## config.mk

```make
export PLATFORM = sky130hd
export DESIGN_NAME = prpg_lfsr_hd_engine
export DESIGN_NICKNAME = d
export VERILOG_FILES = /design/src/rtl/prpg_lfsr_hd_engine.sv
export SDC_FILE = /design/constraint.sdc
export NUM_CORES = 1
export LEC_CHECK = 0
export CAP_MARGIN = 10
export CORE_MARGIN = 5
export CORE_UTILIZATION = 45
export DETAILED_ROUTE_END_ITERATION = 10
export PLACE_DENSITY = 0.67
export SLEW_MARGIN = 40
export SYNTH_ARGS = -nofsm -noshare
export SYNTH_HDL_FRONTEND = slang
export SYNTH_SLANG_ARGS = --single-unit
```

## constraint.sdc

```tcl
create_clock -name clk -period 6.94 [get_ports clk]
set_input_delay 0.694 -clock clk [delete_from_list [all_inputs] [get_ports clk]]
set_output_delay 0.694 -clock clk [all_outputs]
set_load 0.05 [all_outputs]
```

## src/rtl/prpg_lfsr_hd_engine.sv

```systemverilog
// rtl/prpg_lfsr_hd_engine.sv - command-driven Galois LFSR pattern generator with Hamming-distance statistics
module prpg_lfsr_hd_engine #(
    parameter int WIDTH = 8,
    parameter int CNT_W = 16
) (
    input  logic                       clk,
    input  logic                       rst,
    input  logic                       cmd_valid,
    output logic                       cmd_ready,
    input  logic [2:0]                 cmd_op,
    input  logic [WIDTH-1:0]           cmd_data,
    output logic [WIDTH-1:0]           pattern,
    output logic                       pattern_valid,
    output logic [$clog2(WIDTH+1)-1:0] hd,
    output logic [CNT_W-1:0]           hd_sum,
    output logic [CNT_W-1:0]           run_cnt,
    output logic [CNT_W-1:0]           hd_avg,
    output logic                       avg_valid,
    output logic                       busy,
    output logic                       err,
    output logic                       halted
);
    localparam int HD_W = $clog2(WIDTH+1);
    localparam int DC_W = (CNT_W > 1) ? $clog2(CNT_W) : 1;

    localparam logic [2:0] OP_CONFIG = 3'd1, OP_SEED = 3'd2, OP_RUN = 3'd3, OP_AVG = 3'd4,
                           OP_CLEAR  = 3'd5, OP_HALT = 3'd6, OP_RSVD = 3'd7;

    typedef enum logic [1:0] {S_IDLE, S_RUN, S_DIV} state_t;
    state_t state, state_nxt;

    logic [WIDTH-1:0] tap;
    logic [WIDTH-1:0] remaining;
    logic [DC_W-1:0]  div_cnt;
    logic [CNT_W-1:0] div_rem, div_quo;

    function automatic logic [WIDTH-1:0] lfsr_step(input logic [WIDTH-1:0] p, input logic [WIDTH-1:0] t);
        logic [WIDTH-1:0] n;
        n[0] = p[WIDTH-1];
        for (int i = 1; i < WIDTH; i++) n[i] = p[i-1] ^ (t[i] & p[WIDTH-1]);
        return n;
    endfunction

    function automatic logic [HD_W-1:0] popcount(input logic [WIDTH-1:0] v);
        logic [HD_W-1:0] c;
        c = '0;
        for (int i = 0; i < WIDTH; i++) c = c + HD_W'(v[i]);
        return c;
    endfunction

    logic             accept, do_step, div_last, div_ge;
    logic [WIDTH-1:0] step_nxt;
    logic [HD_W-1:0]  hd_nxt;
    logic [CNT_W:0]   sum_ext, cnt_ext, rem_sh, rem_diff;
    logic [CNT_W-1:0] quo_nxt, rem_nxt;

    assign accept   = cmd_valid && cmd_ready;
    assign step_nxt = lfsr_step(pattern, tap);
    assign hd_nxt   = popcount(pattern ^ step_nxt);
    assign sum_ext  = {1'b0, hd_sum} + {{(CNT_W+1-HD_W){1'b0}}, hd_nxt};
    assign cnt_ext  = {1'b0, run_cnt} + 1'b1;
    assign do_step  = (accept && cmd_op == OP_RUN && cmd_data != '0) ||
                      (state == S_RUN && remaining != '0);

    // Restoring divider: hd_sum is shifted through div_quo, run_cnt is frozen during DIV.
    assign rem_sh   = {div_rem, div_quo[CNT_W-1]};
    assign rem_diff = rem_sh - {1'b0, run_cnt};
    assign div_ge   = !rem_diff[CNT_W];
    assign quo_nxt  = {div_quo[CNT_W-2:0], div_ge};
    assign rem_nxt  = div_ge ? rem_diff[CNT_W-1:0] : rem_sh[CNT_W-1:0];
    assign div_last = (div_cnt == DC_W'(CNT_W-1));

    always_ff @(posedge clk) begin
        if (rst) state <= S_IDLE;
        else     state <= state_nxt;
    end

    always_comb begin
        state_nxt = state;
        case (state)
            S_IDLE: if (accept) begin
                if (cmd_op == OP_RUN && cmd_data != '0)     state_nxt = S_RUN;
                else if (cmd_op == OP_AVG && run_cnt != '0) state_nxt = S_DIV;
            end
            S_RUN:   if (remaining == '0) state_nxt = S_IDLE;
            S_DIV:   if (div_last)        state_nxt = S_IDLE;
            default: state_nxt = S_IDLE;
        endcase
    end

    always_comb begin
        cmd_ready = (state == S_IDLE) && !halted;
        busy      = (state != S_IDLE);
    end

    always_ff @(posedge clk) begin
        if (rst) begin
            tap <= '0; pattern <= '0; pattern_valid <= 1'b0; hd <= '0;
            hd_sum <= '0; run_cnt <= '0; hd_avg <= '0; avg_valid <= 1'b0;
            err <= 1'b0; halted <= 1'b0; remaining <= '0;
            div_cnt <= '0; div_rem <= '0; div_quo <= '0;
        end else begin
            pattern_valid <= 1'b0;
            avg_valid     <= 1'b0;
            if (do_step) begin
                pattern       <= step_nxt;
                hd            <= hd_nxt;
                pattern_valid <= 1'b1;
                if (sum_ext[CNT_W]) begin hd_sum <= '1; err <= 1'b1; end
                else                      hd_sum <= sum_ext[CNT_W-1:0];
                if (cnt_ext[CNT_W]) begin run_cnt <= '1; err <= 1'b1; end
                else                      run_cnt <= cnt_ext[CNT_W-1:0];
            end
            if (state == S_RUN && remaining != '0) remaining <= remaining - 1'b1;
            if (state == S_DIV) begin
                div_rem <= rem_nxt;
                div_quo <= quo_nxt;
                div_cnt <= div_cnt + 1'b1;
                if (div_last) begin hd_avg <= quo_nxt; avg_valid <= 1'b1; end
            end
            if (accept) begin
                case (cmd_op)
                    OP_CONFIG: tap <= cmd_data;
                    OP_SEED: begin
                        if (cmd_data != '0) begin
                            pattern <= cmd_data; pattern_valid <= 1'b1; hd <= '0;
                        end else err <= 1'b1;
                    end
                    OP_RUN: if (cmd_data != '0) remaining <= cmd_data - 1'b1;
                    OP_AVG: begin
                        if (run_cnt == '0) begin
                            hd_avg <= '0; avg_valid <= 1'b1; err <= 1'b1;
                        end else begin
                            div_rem <= '0; div_quo <= hd_sum; div_cnt <= '0;
                        end
                    end
                    OP_CLEAR: begin
                        hd_sum <= '0; run_cnt <= '0; hd_avg <= '0; hd <= '0; err <= 1'b0;
                    end
                    OP_HALT: halted <= 1'b1;
                    OP_RSVD: err <= 1'b1;
                    default: ;
                endcase
            end
        end
    end
endmodule

```

==> results.sh <==
export IMPL_grt_usage=0.200
export IMPL_fin_util=0.559
export IMPL_post_drt_wl_per_cell_microns=15.3
export IMPL_yosys_area_share_simple=0.237
export IMPL_power_density_nw_per_um2=218
export IMPL_synth_area_per_cell_sq_um=8.14
export IMPL_cts_tree="yes"
export IMPL_drc_errors=0
export IMPL_synth_top_cell_area_share=0.357
export IMPL_dp_cells=1039
export IMPL_synth_seq_cells=117
export IMPL_crit_required_ns=7.29
export IMPL_clkTransAtPathRegs_ns=0.06
export IMPL_layout_commonest_cell="nand2_1"
export IMPL_worstPathCellList="nand2_1, xor2_1, xnor2_1, fa_1, fa_1, inv_1, fa_1, inv_1, ha_1, fa_1, xor2_1, ha_1, a21o_1, a21oi_1, nor4_4, nand2_1, and4_1, nor3_1"
export IMPL_synth_distinct_cells=70
export IMPL_power_total_mw=1.76
export IMPL_p_leak_nw=3.00
export IMPL_grt_pass1_wl_mm=27.3
export IMPL_clk_latency_ns=0.42
export IMPL_io_buffer_count=79
export IMPL_synth_xor_area_frac=0.0707
export IMPL_die_h_microns=131
export IMPL_antenna_found_initial=0
export IMPL_seq_area_frac_synth=0.357
export IMPL_finalHoldViolCount=0
export IMPL_globalRoute_totalOverflow=0
export IMPL_drtIter0Drc=415
export IMPL_dpl_hpwl_mm=11.8
export IMPL_finalClockSkew_ns=0.0101
export IMPL_fin_crit_ns=5.26
export IMPL_gp_congestion=0.909
export IMPL_hold_worst_slack_ns=0.453
export IMPL_first_global_vias=5525
export IMPL_synthArstFlopShare=0
export IMPL_diodes=0
export IMPL_syn_area_sq_um=6570
export IMPL_synth_area_leader_cell="dfxtp_1"
export IMPL_synth_fp_nets=856
export IMPL_status="complete, no violations"
export IMPL_fin_ws_ns=1.68
export IMPL_final_max_slew_violation_count=0
export IMPL_cts_resized_gates=0
export IMPL_synth_compound_area_frac=0.182
export IMPL_synthAdderAreaFrac=0.0735
export IMPL_worst_pin_slew_ns=0.797
export IMPL_synth_top_cells_by_area="dfxtp_1, nand2_1, ha_1"
export IMPL_cp_max_fo=12
export IMPL_cts_buffers=17
export IMPL_cp_data_arrival_time_ns=5.61
export IMPL_vias=5836
export IMPL_vias_per_cell=5.45
export IMPL_dieArea_sq_um=17100
export IMPL_placed_area_sq_um=7470
export IMPL_place_ws_ns=1.68
export IMPL_hold_path_class="register to register"
export IMPL_ant_nets=0
export IMPL_synth_top_family_by_area="simple AND/OR/NAND/NOR gates"
export IMPL_dr_pass1_iters=5
export IMPL_clk_path_buf_depth=2
export IMPL_rows=44
export IMPL_htree_num_levels=4
export IMPL_cp_common_cell="fa_1"
export IMPL_fin_cells=1071
export IMPL_ir_drop_v=0.000157
export IMPL_initial_core_util=0.455
export IMPL_timing_final_crit_share=0.758
export IMPL_critPathCaptureType="register"
export IMPL_nNetsFinal=923
export IMPL_fmax_ghz=0.190
export IMPL_hold_buffers=0
export IMPL_io_pin_count=80
export IMPL_dominantRegCellSynth="dfxtp_1"
export IMPL_rsz0062_at_grt="false"
export IMPL_stdcell_area_sq_um=8070
export IMPL_syn_to_final_growth_pct=22.8
export IMPL_setup_violations=0
export IMPL_fillers=1323
export IMPL_cts_sinks=117
export IMPL_die_x_microns=131
export IMPL_layout_drive_gt1_share=0.0722
export IMPL_grt_max_degree=51
export IMPL_startpoint_type="register"
export IMPL_synth_edff_count=0
export IMPL_fp_coreArea_sq_um=14400
export IMPL_cts_root_buf="clkbuf_16"
export IMPL_synthMuxAreaShare=0.0309
export IMPL_slowest_stage="dfxtp_1"
export IMPL_final_cell_mix="nand2_1, dfxtp_1, nor2_1"
export IMPL_slew_headroom=0.469
export IMPL_critPathKind="register to register"
export IMPL_ys_warn_count=0
export IMPL_drv_cap=0
export IMPL_totalWireLength_mm=16.4
export IMPL_cts_setup_buffers=0
export IMPL_slowest_delay_ns=0.57
export IMPL_setup_tns_ns=0
export IMPL_synthCells=807
-- metal layers --
layer | routed length, microns | part of all wire | vias to the layer above | track usage
met5 | 0 | 0 | - | 0
met3 | 913 | 0.056 | 16 | 0.0463
met4 | 204 | 0.012 | 0 | 0.0605
met1 | 7950 | 0.48 | 2669 | 0.277
li1 | - | - | 2997 | -
met2 | 7340 | 0.45 | 154 | 0.310
-- cell usage after synthesis, drive strengths merged, types with 2 or more instances --
| cell type | number |
|---|---|
| nand3 | 18 |
| o22ai | 3 |
| mux2i | 18 |
| nor4 | 9 |
| nand4 | 6 |
| or3 | 5 |
| a21oi | 67 |
| a211oi | 18 |
| and3 | 11 |
| o31ai | 2 |
| a41oi | 4 |
| a311oi | 21 |
| xor2 | 27 |
| and2 | 4 |
| or4b | 2 |
| and4 | 4 |
| nand2 | 118 |
| o21bai | 5 |
| xnor2 | 26 |
| clkbuf | 26 |
| nand2b | 14 |
| nor2 | 89 |
| buf | 13 |
| o21ai | 32 |
| or4 | 2 |
| o211ai | 2 |
| ha | 29 |
| fa | 6 |
| mux2 | 2 |
| nand3b | 4 |
| inv | 33 |
| a31oi | 12 |
| nor4b | 4 |
| nor2b | 5 |
| nor3 | 26 |
| o311ai | 2 |
| a21o | 8 |
| dfxtp | 117 |
-- critical path: cells and delay by family (launching register included) --
family | cells | cell delay (ns)
flops | 1 | 0.57
simple gates | 5 | 1.23
compound gates | 2 | 0.27
buf+inv | 2 | 0.10
fa+ha+maj | 6 | 2.48
xor+xnor | 3 | 0.57
-- power breakdown --
| group | switching (mW) | leakage, nW | internal [mW] |
|---|---|---|---|
| Combinational | 0.116 | 1.77 | 0.0741 |
| Sequential | 0.0112 | 0.944 | 0.682 |
| Clock | 0.336 | 0.285 | 0.542 |
| Total | 0.463 | 3.00 | 1.30 |
-- logic make-up after synthesis --
family	after synthesis
xor+xnor	53
compound gates	186
mux	20
flops	117
fa+ha+maj	35
buf+inv	72
simple gates	324
-- registers in the layout (all words and copies together), names as in the netlist --
register / count
div_quo: 16
div_rem: 16
hd_avg: 16
hd_sum: 16
run_cnt: 16
pattern: 8
remaining: 8
tap: 7
div_cnt: 4
hd: 4
state: 2
avg_valid: 1
err: 1
halted: 1
pattern_valid: 1
-- final timing paths --
| check | from | endpoint | slack (ns) | depth (start not counted) |
|---|---|---|---|---|
| hold reg to reg | hd_avg[2] | hd_avg[2] | 0.45 | 2 |
| setup reg to reg | pattern[7] | hd_sum[11] | 1.68 | 18 |
| hold / removal | hd_avg[2] | hd_avg[2] | 0.45 | 2 |
| setup / recovery | pattern[7] | hd_sum[11] | 1.68 | 18 |
-- cell type report --
cell class / instances / area [sq um] / share of cell area
Multi-Input combinational cell: 618 / 3930 / 0.487
Sequential cell: 117 / 2340 / 0.290
Timing Repair Buffer: 87 / 851 / 0.105
Clock buffer: 19 / 443 / 0.0549
Tap cell: 184 / 230 / 0.0285
Clock inverter: 13 / 150 / 0.0186
Inverter: 33 / 124 / 0.0154
Note: power is estimated with default switching activity, not from simulation.
